<file path="src/rtl/vocab_matcher.sv">
// vocab_matcher: char-serial exact (or, with VOCAB_MATCHER_PREFIX_EN, prefix) search of a writable null-terminated vocabulary
module vocab_matcher #(
  parameter int DATA_WIDTH = 8,
  parameter int DEPTH = 16,
  parameter int MAX_LEN = 3,
  parameter int ADDR_WIDTH = $clog2(DEPTH)
) (
  input  logic clk,
  input  logic rst,
  input  logic start,
  input  logic [MAX_LEN*DATA_WIDTH-1:0] word,
`ifdef VOCAB_MATCHER_PREFIX_EN
  input  logic prefix_mode,
`endif
  input  logic wr_en,
  input  logic [ADDR_WIDTH-1:0] wr_addr,
  input  logic [DATA_WIDTH-1:0] wr_data,
  output logic busy,
  output logic done,
  output logic found,
  output logic [ADDR_WIDTH-1:0] token_id,
  output logic [ADDR_WIDTH-1:0] match_addr
);
  localparam int AIW = $clog2(MAX_LEN + 1);
  typedef enum logic [1:0] {IDLE, CMP, SKIP, DONE} state_t;
  state_t state, state_n;
  logic [DATA_WIDTH-1:0] vocab [DEPTH];
  logic [MAX_LEN*DATA_WIDTH-1:0] wreg;
  logic [ADDR_WIDTH-1:0] av, av_n, tok, tok_n, wstart, wstart_n;
  logic [AIW-1:0] ai, ai_n;
  logic [DATA_WIDTH-1:0] v, c;
  logic last, hit, pfx, go;
  assign v = vocab[av];
  assign last = av == ADDR_WIDTH'(DEPTH - 1);
  assign go = state == IDLE && start;
  assign busy = state != IDLE;
  assign done = state == DONE;
  always_comb begin
    c = '0;
    for (int i = 0; i < MAX_LEN; i++)
      c = ai == AIW'(i) ? wreg[i*DATA_WIDTH +: DATA_WIDTH] : c;
  end
`ifdef VOCAB_MATCHER_PREFIX_EN
  logic pm;
  always_ff @(posedge clk)
    if (rst) pm <= 1'b0;
    else if (go) pm <= prefix_mode;
  assign pfx = pm && c == '0 && ai != '0 && v != '0;
`else
  assign pfx = 1'b0;
`endif
  always_comb begin
    state_n = state;
    av_n = av;
    ai_n = ai;
    tok_n = tok;
    wstart_n = wstart;
    hit = 1'b0;
    case (state)
      IDLE: if (start) begin
        state_n = CMP;
        av_n = '0;
        ai_n = '0;
        tok_n = '0;
        wstart_n = '0;
      end
      CMP: if (ai == '0 && v == '0) state_n = DONE;
      else if ((v == c && c == '0) || pfx) begin
        state_n = DONE;
        hit = 1'b1;
      end
      else if (last) state_n = DONE;
      else if (v == c) begin
        av_n = av + 1'b1;
        ai_n = ai + 1'b1;
      end
      else if (v == '0) begin
        av_n = av + 1'b1;
        ai_n = '0;
        tok_n = tok + 1'b1;
        wstart_n = av + 1'b1;
      end
      else begin
        av_n = av + 1'b1;
        state_n = SKIP;
      end
      SKIP: if (last) state_n = DONE;
      else if (v == '0) begin
        av_n = av + 1'b1;
        ai_n = '0;
        tok_n = tok + 1'b1;
        wstart_n = av + 1'b1;
        state_n = CMP;
      end
      else av_n = av + 1'b1;
      default: state_n = IDLE;
    endcase
  end
  always_ff @(posedge clk)
    if (rst) for (int i = 0; i < DEPTH; i++) vocab[i] <= '0;
    else if (state == IDLE && wr_en) vocab[wr_addr] <= wr_data;
  always_ff @(posedge clk) begin
    if (rst) begin
      state <= IDLE;
      wreg <= '0;
      av <= '0;
      ai <= '0;
      tok <= '0;
      wstart <= '0;
      found <= 1'b0;
      token_id <= '0;
      match_addr <= '0;
    end else begin
      state <= state_n;
      av <= av_n;
      ai <= ai_n;
      tok <= tok_n;
      wstart <= wstart_n;
      if (go) begin
        wreg <= word;
        found <= 1'b0;
      end
      if (hit) begin
        found <= 1'b1;
        token_id <= tok;
        match_addr <= wstart;
      end
    end
  end
endmodule

</file>
<file path="config.mk">
export PLATFORM = sky130hd
export DESIGN_NAME = vocab_matcher
export DESIGN_NICKNAME = d
export VERILOG_FILES = /design/src/rtl/vocab_matcher.sv
export SDC_FILE = /design/constraint.sdc
export NUM_CORES = 1
export LEC_CHECK = 0
export BUFFER_PORTS_ARGS = -buffer_cell sky130_fd_sc_hd__buf_2
export CAP_MARGIN = 10
export CORE_MARGIN = 8
export CORE_UTILIZATION = 50
export DETAILED_ROUTE_END_ITERATION = 8
export GPL_ROUTABILITY_DRIVEN = 0
export MAX_ROUTING_LAYER = met4
export PLACE_DENSITY = 0.68
export SETUP_SLACK_MARGIN = 0.2
export SYNTH_ARGS = -nofsm -noshare
export SYNTH_HDL_FRONTEND = slang
export SYNTH_SLANG_ARGS = --single-unit
</file>
<file path="constraint.sdc">
create_clock -name clk -period 6.25 [get_ports clk]
set_input_delay 1.25 -clock clk [delete_from_list [all_inputs] [get_ports clk]]
set_output_delay 1.25 -clock clk [all_outputs]
set_load 0.05 [all_outputs]
</file>
Word level (Yosys, flattened, before mapping)
Memories as Yosys holds them, arrays and structs flattened. A register that Yosys moved wholly into a read port is not among the register bits.
Index checks and enable logic that the tools add are counted.

word-level totals
  bits in writable memories = 128
  memories kept = 1
  bits in registers = 49
  output and inout port bits = 11
  bits of input ports = 40

memories
  memory  depth  width  rd ports  clocked after Yosys merged registers in  write ports  line  RTL
  vocab   16     8      1         1                                        16           27    logic [DATA_WIDTH-1:0] vocab [DEPTH];

operators by class
  add/subtract/negate cells = 3
  reduce and logical (&&, ||, !) cells = 16
  equal/unequal tests = 16
  multiplexer cells = 54

operator list
  operator                                                          number
  4-bit 2-to-1 mux                                                  19
  4-bit one-hot mux with 3 select lines                             3
  8-bit 2-to-1 mux                                                  4
  2-bit 2-to-1 mux                                                  15
  8-bit logical NOT                                                 2
  2-bit != test (second input constant)                             6
  2-bit one-hot mux with 3 select lines                             2
  1-bit 2-to-1 mux                                                  11
  5-bit != test (second input constant)                             2
  4-bit by 1-bit adder with 4-bit output (second input constant)    2
  8-bit == test                                                     1
  4-bit AND reduction                                               2
  8-bit OR reduction                                                1
  7-bit AND reduction                                               1
  2-bit == test (second input constant)                             3
  6-bit AND reduction                                               1
  2-bit by 1-bit == test with 1-bit output (second input constant)  2
  4-bit == test (second input constant)                             1
  1-bit logical AND                                                 4
  2-bit logical NOT                                                 2
  2-bit nonzero test                                                2
  3-bit != test (second input constant)                             1
  3-bit nonzero test                                                1
  2-bit by 1-bit adder with 2-bit output (second input constant)    1

Depth between registers and ports, before layout
Gate-level depths: netlist of the first run.

  depth after elaboration = 11
  depth in mapped cells = 14

Worst setup path after synthesis of the first run
No wires, ideal clock.

  kind = input to register
  start point = input port rst
  end point = memory vocab[1][0], enable pin
  data required time = 5.866 ns
  buffers on the path = 1
  arrival = 2.588 ns
  stages on the path = 5
  setup slack = 3.278 ns
  setup time = 0.384 ns
  cell sequence = inv_1 -> nand3_1 -> or3_1 -> clkbuf_1 -> o21ai_0

RTL lines
  what             line  RTL
  start, declared  9     input logic rst,
  end, declared    27

==> results of run 1 <==
==> final cells by class <==
cell class | instances | area (sq um)
Multi-Input combinational cell | 505 | 3540
Inverter | 17 | 63.8
Clock inverter | 15 | 200
Fill cell | 1437 | 7460
Sequential cell | 181 | 4910
Timing Repair Buffer | 56 | 295
Tap cell | 225 | 282
Clock buffer | 17 | 425
==> how the worst min path moves through the flow <==
stage	cells after the start	to
after floorplan	2	wreg[0]
after global placement	2	wreg[22]
after detailed placement	2	wreg[16]
after CTS	2	wreg[16]
after global routing	2	wreg[15]
final	2	wreg[16]
==> power by group through the flow <==
stage / clock [uW] / sequential [uW] / combinational [uW]
4_1_cts: 1140 / 1400 / 497
5_1_grt: 1190 / 1410 / 552
6_report: 1130 / 1400 / 503
3_5_place_dp: 0 / 1430 / 494
2_1_floorplan: 0 / 1400 / 392
3_3_place_gp: 0 / 1430 / 483
==> kinds of logic after synthesis <==
logic type / Yosys count
AND/OR/NAND/NOR: 299
XOR/XNOR: 13
flip-flops: 181
multiplexers: 66
buffers and inverters: 55
AO/OA/AOI/OAI: 117
adder cells (fa/ha/maj): 10
==> cell usage in the layout, fill, tap and decap left out, drive strengths merged, types with 10 or more instances in the layout <==
cell type  netlist  final
a21oi           41     41
a22oi           13     13
and2           131    131
buf             11     55
clkbuf          27     18
dfxtp           53     53
edfxtp         128    128
ha              10     10
inv             17     21
mux2i           48     48
mux4            18     18
nand2           70     70
nand3           12     12
nor2            31     31
o21ai           23     23
==> sequential cells by signal, indices dropped and copies added (netlist names), named ones only <==
| name | cells |
|---|---|
| token_id | 4 |
| ai | 2 |
| state | 2 |
| wreg | 24 |
| found | 1 |
| wstart | 4 |
| tok | 4 |
| vocab | 128 |
| av | 4 |
| match_addr | 4 |
==> worst min-delay path, stage by stage, from the launching register on <==
cell	delay (ps)
dfxtp_1	310
nand2_1	50
a21oi_1	50
==> through the flow <==
stage | instance area [sq um] | std cells
floorplan | 8730 | 741
global placement | 9080 | 983
detailed placement | 9080 | 983
CTS | 9710 | 1015
global route | 9720 | 1016
finish | 9720 | 1016
==> metal layers <==
metal  wire (microns)  vias to the layer above
li1                 -                     2745
met1             8570                     2831
met2             9260                      195
met3             1330                       24
met4              372                        0
met5                0                        -
==> impl_metrics.tcl, run 1 <==
set metrics [dict create \
    grt_util_met3_pct 4.41 \
    grt_use_met2_pct 28.6 \
    ys_ff_latch 181 \
    clkPwrFrac_pct 37.2 \
    fin_crit_ps 4170 \
    p_comb_share_pct 16.6 \
    clkTransAtPathRegs_ps 60 \
    slew_viol_final 0 \
    die_width_microns 148 \
    p_int_uw 2200 \
    ant_nets 0 \
    vias 5795 \
    fin_hold_ws_ps 457 \
    p_sw_uw 833 \
    p_total_uw 3040 \
    outcome "complete, no violations" \
    cts_tree "done" \
    syn_area_sq_mm 0.00873 \
    r2r_end "match_addr[0]" \
    ir_drop_mv 0.208 \
    fin_util_pct 56.6 \
    fp.dieArea_sq_mm 0.0219 \
    antenna_found_initial 0 \
    synthXorXnorAreaFrac_pct 1.30 \
    sw_frac_of_total_pct 27.5 \
    fmax_mhz 240 \
    final_nets 828 \
    critPathKind "reg2reg" \
    cts_root_buffer "clkbuf_16" \
    synthMostInstantiatedCell "and2_1" \
    skew_ps 15.0 \
    dp_slack_ps 1990 \
    power_density_mw_per_mm2 312 \
    ctsResizeCount 0 \
    yosysTopAreaCell "edfxtp_1" \
    synth_fa_ha_area_share_pct 1.43 \
    crit_buf_inv 1 \
    arrival_ps 4450 \
    io_pins 51 \
    endpoint "match_addr[0]" \
    critPathCaptureType "flip-flop" \
    cp.depth 10 \
    syn_inst 741 \
    grt_overflow 0 \
    busiest_layer "met2" \
    drt_iter0_markers 334 \
    synthFlopType "edfxtp_1" \
    synth_top_family_by_area "simple AND/OR/NAND/NOR gates" \
    ys_top_cells_by_area "edfxtp_1, dfxtp_1, and2_1" \
    start_util_pct 50.8 \
    use_met1_pct 23.4 \
    grt_pass1_vias 5665 \
    path_cells "buf_4 -> mux4_2 -> mux2i_1 -> xor2_1 -> o211ai_2 -> a211oi_2 -> o211ai_1 -> a211oi_2 -> mux2i_1 -> nor2_1" \
    drc 0 \
    hold_start "wreg[16]" \
    vias_per_cell 5.70 \
    cts_post_setup_buffers_inserted 0 \
    synth_compound_gate_area_share_pct 8.67 \
    die_h_microns 148 \
    worst-path-max-fanout 29 \
    setup_ws_ps 2080 \
    synth-seq-area-share_pct 56.2 \
    wl_microns 19500 \
    numCtsBuffers 17 \
    wl_per_cell_microns 19.2 \
    maxCapViolations 0 \
    synth_nets 791 \
    grt_max_degree 49 \
    synth_mux_area_share_pct 10.5 \
    track_usage_pct 18.4 \
    drive_above_1_share_pct 14.8 \
    dp_hpwl_microns 13900 \
    synth.top_cell.area_share_pct 44.0 \
    yosys.area_share.simple_pct 18.7 \
    h-tree-depth 4 \
    slew_headroom_pct 21.8 \
    antenna_cells 0 \
    r2r_setup_slack_ps 2080 \
    yosys_warnings 0 \
    hold_viol 0 \
    rsz0062_at_grt "false" \
    p_leak_uw 0.00354 \
    clockBufferDepth 2 \
    tightest_slew_ps 1160 \
    finalSetupViolCount 0 \
    slowest_delay_ps 950 \
    grt_pass1_wl_microns 30400 \
    clock_latency_ps 430 \
    crit_path_top_delay_cell "dfxtp_2" \
    syn_avg_cell_area_sq_um 11.8 \
    min_path_type "reg2reg" \
    dr.pass1.iters 5 \
    ys_types 61 \
    p_seq_share_pct 46.2 \
    cts_sinks 181 \
    hold_buffers 0 \
    area_delta_synth_final_pct 11.3 \
    setup_tns_ps 0 \
    cp.required_ps 6520 \
    critPathTopFamily "compound AO/OA/AOI/OAI gates" \
    fin_crit_sh_pct 66.8 \
    synth_edf_count 128 \
    coreArea_sq_mm 0.0172 \
    io_buffer_count 50 \
    rows 48 \
    yosys-top-cells-count "and2_1, edfxtp_1, nand2_1" \
    synthArstFlopShare_pct 0 \
    ff2ff_path_depth 10 \
    startpoint_type "flip-flop" \
]
(Power assumes the default switching activity.)
==> run 2: changes to the inputs <==
- clock period: 6.25 -> 4.1 ns (I/O delays scaled with it)
==> impl_metrics.tcl, run 2 (synthesis gave the netlist of run 1 again) <==
set metrics [dict create \
    outcome "complete, no violations" \
    critPathKind "reg2reg" \
    p_leak_uw 0.00358 \
    grt_overflow 0 \
    p_sw_uw 1360 \
    maxCapViolations 0 \
    path_cells "buf_12 -> mux4_1 -> mux2i_1 -> xor2_1 -> nand4_1 -> nor4_2 -> o211ai_1 -> a211oi_2 -> buf_4 -> mux2i_1 -> nor2_1" \
    vias_per_cell 5.74 \
    hold_viol 0 \
    setup_tns_ps 0 \
    io_pins 51 \
    finalSetupViolCount 0 \
    die_width_microns 148 \
    antenna_cells 0 \
    fp.dieArea_sq_mm 0.0219 \
    clockBufferDepth 2 \
    startpoint_type "flip-flop" \
    grt_pass1_wl_microns 31800 \
    power_density_mw_per_mm2 462 \
    slew_viol_final 0 \
    placed_cell_area_sq_mm 0.00919 \
    wl_per_cell_microns 19.8 \
    rsz0062_at_grt "false" \
    ctsResizeCount 0 \
    cts_tree "done" \
    tightest_slew_ps 1200 \
    drc 0 \
    worst-path-max-fanout 15 \
    fin_cells 1028 \
    area_delta_synth_final_pct 11.9 \
    track_usage_pct 19.3 \
    dp_cells 995 \
    arrival_ps 3750 \
    fin_util_pct 56.9 \
    busiest_layer "met2" \
    use_met1_pct 24.2 \
    hold_buffers 0 \
    skew_ps 17.4 \
    wl_microns 20400 \
    coreArea_sq_mm 0.0172 \
    grt_max_degree 48 \
    fmax_mhz 291 \
    cts_root_buffer "clkbuf_16" \
    reg.largest.list "vocab x128, wreg x24" \
    dp_hpwl_microns 14600 \
    p_int_uw 3150 \
    numCtsBuffers 17 \
    min_path_type "reg2reg" \
    ant_nets 0 \
    cp_common_cell "mux2i_1" \
    p_seq_share_pct 47.2 \
    h-tree-depth 4 \
    top_register "vocab" \
    largest_register_ffs 128 \
    rows 48 \
    final_common_cell "and2_1" \
    slew_headroom_pct 18.9 \
    die_h_microns 148 \
    slowest_delay_ps 620 \
    dr.pass1.iters 5 \
    ir_drop_mv 0.379 \
    io_buffer_count 50 \
    vias 5900 \
    postLayoutCellArea_sq_mm 0.00977 \
    final_nets 840 \
    clkTransAtPathRegs_ps 70 \
    critPathCaptureType "flip-flop" \
    cts_post_setup_buffers_inserted 0 \
    antenna_found_initial 0 \
    sw_frac_of_total_pct 30.2 \
    clock_latency_ps 440 \
    grt_util_met3_pct 4.56 \
    grt_pass1_vias 5820 \
    start_util_pct 50.8 \
    fin_crit_sh_pct 84.0 \
    p_comb_share_pct 17.5 \
    drt_iter0_markers 467 \
    layout_common_cells "and2_1, edfxtp_1, nand2_1" \
    crit_path_top_delay_cell "dfxtp_2" \
    cp.required_ps 4410 \
    drive_above_1_share_pct 16.2 \
    grt_use_met2_pct 30.8 \
    clkPwrFrac_pct 35.2 \
    fin_crit_ps 3440 \
    cts_sinks 181 \
]
## run 2: layer usage
metal  wire length (microns)  part of all wire (%)
met5                       0                     0
met4                     287                   1.4
met3                    1220                   6.0
met2                    9880                    48
met1                    9020                    44
## run 2: worst paths after layout
| kind | start | end | slack [ps] | cells past startpoint |
|---|---|---|---|---|
| setup / recovery | flip-flop | match_addr[0] | 660 | 11 |
| hold / removal | wreg[16] | wreg[16] | 460 | 2 |
| setup reg to reg | flip-flop | match_addr[0] | 660 | 11 |
| hold reg to reg | wreg[16] | wreg[16] | 460 | 2 |
## run 2: layout make-up
class                           instances  area (sq um)
Tap cell                              225           282
Sequential cell                       181          4910
Fill cell                            1430          7410
Clock inverter                         15           154
Timing Repair Buffer                   68           395
Inverter                               17          63.8
Clock buffer                           17           425
Multi-Input combinational cell        505          3540
## run 2: worst max-delay path, delay by kind of cell, from the launching register on
family | cells | cell delay (ps)
muxes | 3 | 1060
buffers and inverters | 2 | 460
AOI/OAI and AO/OA | 2 | 400
xor gates and xnor gates | 1 | 170
DFF | 1 | 620
and+or+nand+nor | 3 | 590
## run 2: stage by stage
step                total power, uW  setup slack, ps  hold slack, ps
finish                         4520              658             456
global route                   4700              403             481
CTS                            4530              648             459
detailed placement             2950              675             450
global placement               2920              748             445
floorplan                      2740             1330             436
## run 2: power groups by stage
stage,registers (uW),logic [uW],clock network [uW]
after floorplan,2140,598,0
after global placement,2170,755,0
after detailed placement,2170,777,0
after CTS,2130,782,1620
after global routing,2140,868,1690
final,2130,791,1590
==> run 3: changes to the inputs <==
- clock period: 4.1 -> 3.3 ns (I/O delays scaled with it)
==> impl_metrics.tcl, run 3 (synthesis gave the netlist of run 1 again) <==
set metrics [dict create \
    outcome "complete, no violations" \
    numCtsBuffers 17 \
    layout_common_cells "and2_1, edfxtp_1, nand2_1" \
    skew_ps 10.0 \
    drt_iter0_markers 413 \
    vias_per_cell 5.73 \
    grt_use_met2_pct 31.1 \
    maxCapViolations 0 \
    clockBufferDepth 2 \
    cts_tree "done" \
    grt_util_met3_pct 4.50 \
    vias 6045 \
    drive_above_1_share_pct 22.4 \
    wl_per_cell_microns 20.0 \
    final_common_cell "and2_1" \
    fmax_mhz 320 \
    critPathCaptureType "flip-flop" \
    dp_cells 1008 \
    busiest_layer "met2" \
    cp.required_ps 3650 \
    slew_viol_final 0 \
    drc 0 \
    top_register "vocab" \
    ff2ff_path_depth 10 \
    rsz0062_at_grt "true" \
    h-tree-depth 4 \
    die_width_microns 148 \
    ant_nets 0 \
    critPathKind "reg2reg" \
    antenna_found_initial 0 \
    start_util_pct 50.8 \
    wl_microns 21000 \
    dp_hpwl_microns 14400 \
    hold_viol 0 \
    min_path_type "reg2reg" \
    fillers 1392 \
    dr.pass1.iters 5 \
    arrival_ps 3470 \
    io_pins 51 \
    p_leak_uw 0.00377 \
    finalSetupViolCount 0 \
    fin_crit_ps 3120 \
    cts_root_buffer "clkbuf_16" \
    startpoint_type "flip-flop" \
    tightest_slew_ps 844 \
    fp.dieArea_sq_mm 0.0219 \
    grt_max_degree 48 \
    clkTransAtPathRegs_ps 70 \
    grt_pass1_vias 5917 \
    coreArea_sq_mm 0.0172 \
    p_total_uw 5820 \
    fin_util_pct 59.6 \
    clock_latency_ps 440 \
    grt_overflow 0 \
    grt_pass1_wl_microns 32100 \
    fin_crit_sh_pct 94.6 \
    slew_headroom_pct 43.6 \
    rows 48 \
    cts_sinks 181 \
    setup_tns_ps 0 \
    r2r_setup_slack_ps 180 \
    fin_cells 1055 \
    area_delta_synth_final_pct 17.3 \
    power_density_mw_per_mm2 569 \
    largest_register_ffs 128 \
    die_h_microns 148 \
    final_nets 867 \
    io_buffer_count 50 \
    antenna_cells 0 \
    reg.largest.list "vocab x128, wreg x24" \
    track_usage_pct 19.5 \
    worst-path-max-fanout 12 \
    use_met1_pct 24.3 \
    ir_drop_mv 0.406 \
]
==> run 3: cell count changes in the layout (fill, tap and decap cells not counted), moves of 3 or more <==
cell and change:
mux2i_1 -6, buf_4 +21, inv_6 +3, mux2i_2 +4
inv_8 -3, ha_1 -3, a31oi_1 -3
==> run 3: final cells by class <==
| cell class | instances | area (sq um) | area share, % |
|---|---|---|---|
| clock buffers | 17 | 425 | 4.16 |
| repair buffers | 94 | 667 | 6.51 |
| clock inverters | 15 | 158 | 1.54 |
| inverters | 17 | 67.6 | 0.660 |
| multi-input cells | 506 | 3730 | 36.4 |
| well taps | 225 | 282 | 2.75 |
| flip-flops and latches | 181 | 4910 | 48.0 |
==> run 3: metal layers <==
layer / wire [microns] / share of wire (%)
met1: 8920 / 42
met4: 427 / 2.0
met2: 10200 / 49
met5: 0 / 0
met3: 1490 / 7.1
==> run 3: how the worst min path moves through the flow <==
stage	startpoint	to	slack (ps)	depth (start not counted)
global placement	wreg[1]	wreg[1]	440	2
finish	wreg[23]	wreg[23]	460	2
floorplan	wreg[0]	wreg[0]	440	2
global route	word[4]	wreg[4]	460	3
detailed placement	wreg[23]	wreg[23]	450	2
CTS	word[19]	wreg[19]	450	3
==> run 3: timing repair <==
item | CTS | global route
cloned | 1 | 2
gates resized for setup | 12 | 32
pin swaps | 1 | 7
setup buffers | 2 | 10
hold buffers | 0 | 0
setup endpoints to repair | 21 | 27
==> run 3: per-stage QoR <==
stage                     hold slack, ps  worst slack [ps]  cell area, sq um
after floorplan                      436               529              8730
after global placement               444               195              9300
after detailed placement             448               111              9300
after CTS                            452               202              9980
after global routing                 458              58.6             10200
final                                457               179             10200
==> run 3: power breakdown <==
group | internal [uW] | switching [uW] | total [uW]
Combinational | 434 | 713 | 1150
Clock | 1070 | 948 | 2020
Sequential | 2560 | 94.1 | 2660
==> run 3: worst max-delay path, cell delays in order, from the launching register on <==
cell and delay, ps:
dfxtp_4 410, bufbuf_16 320, mux2i_1 400, a22oi_1 200, nand2_1 150, xnor2_1 190, nor4_4 100, o2111a_1 310
or2_4 280, or4_1 500, a21oi_2 180
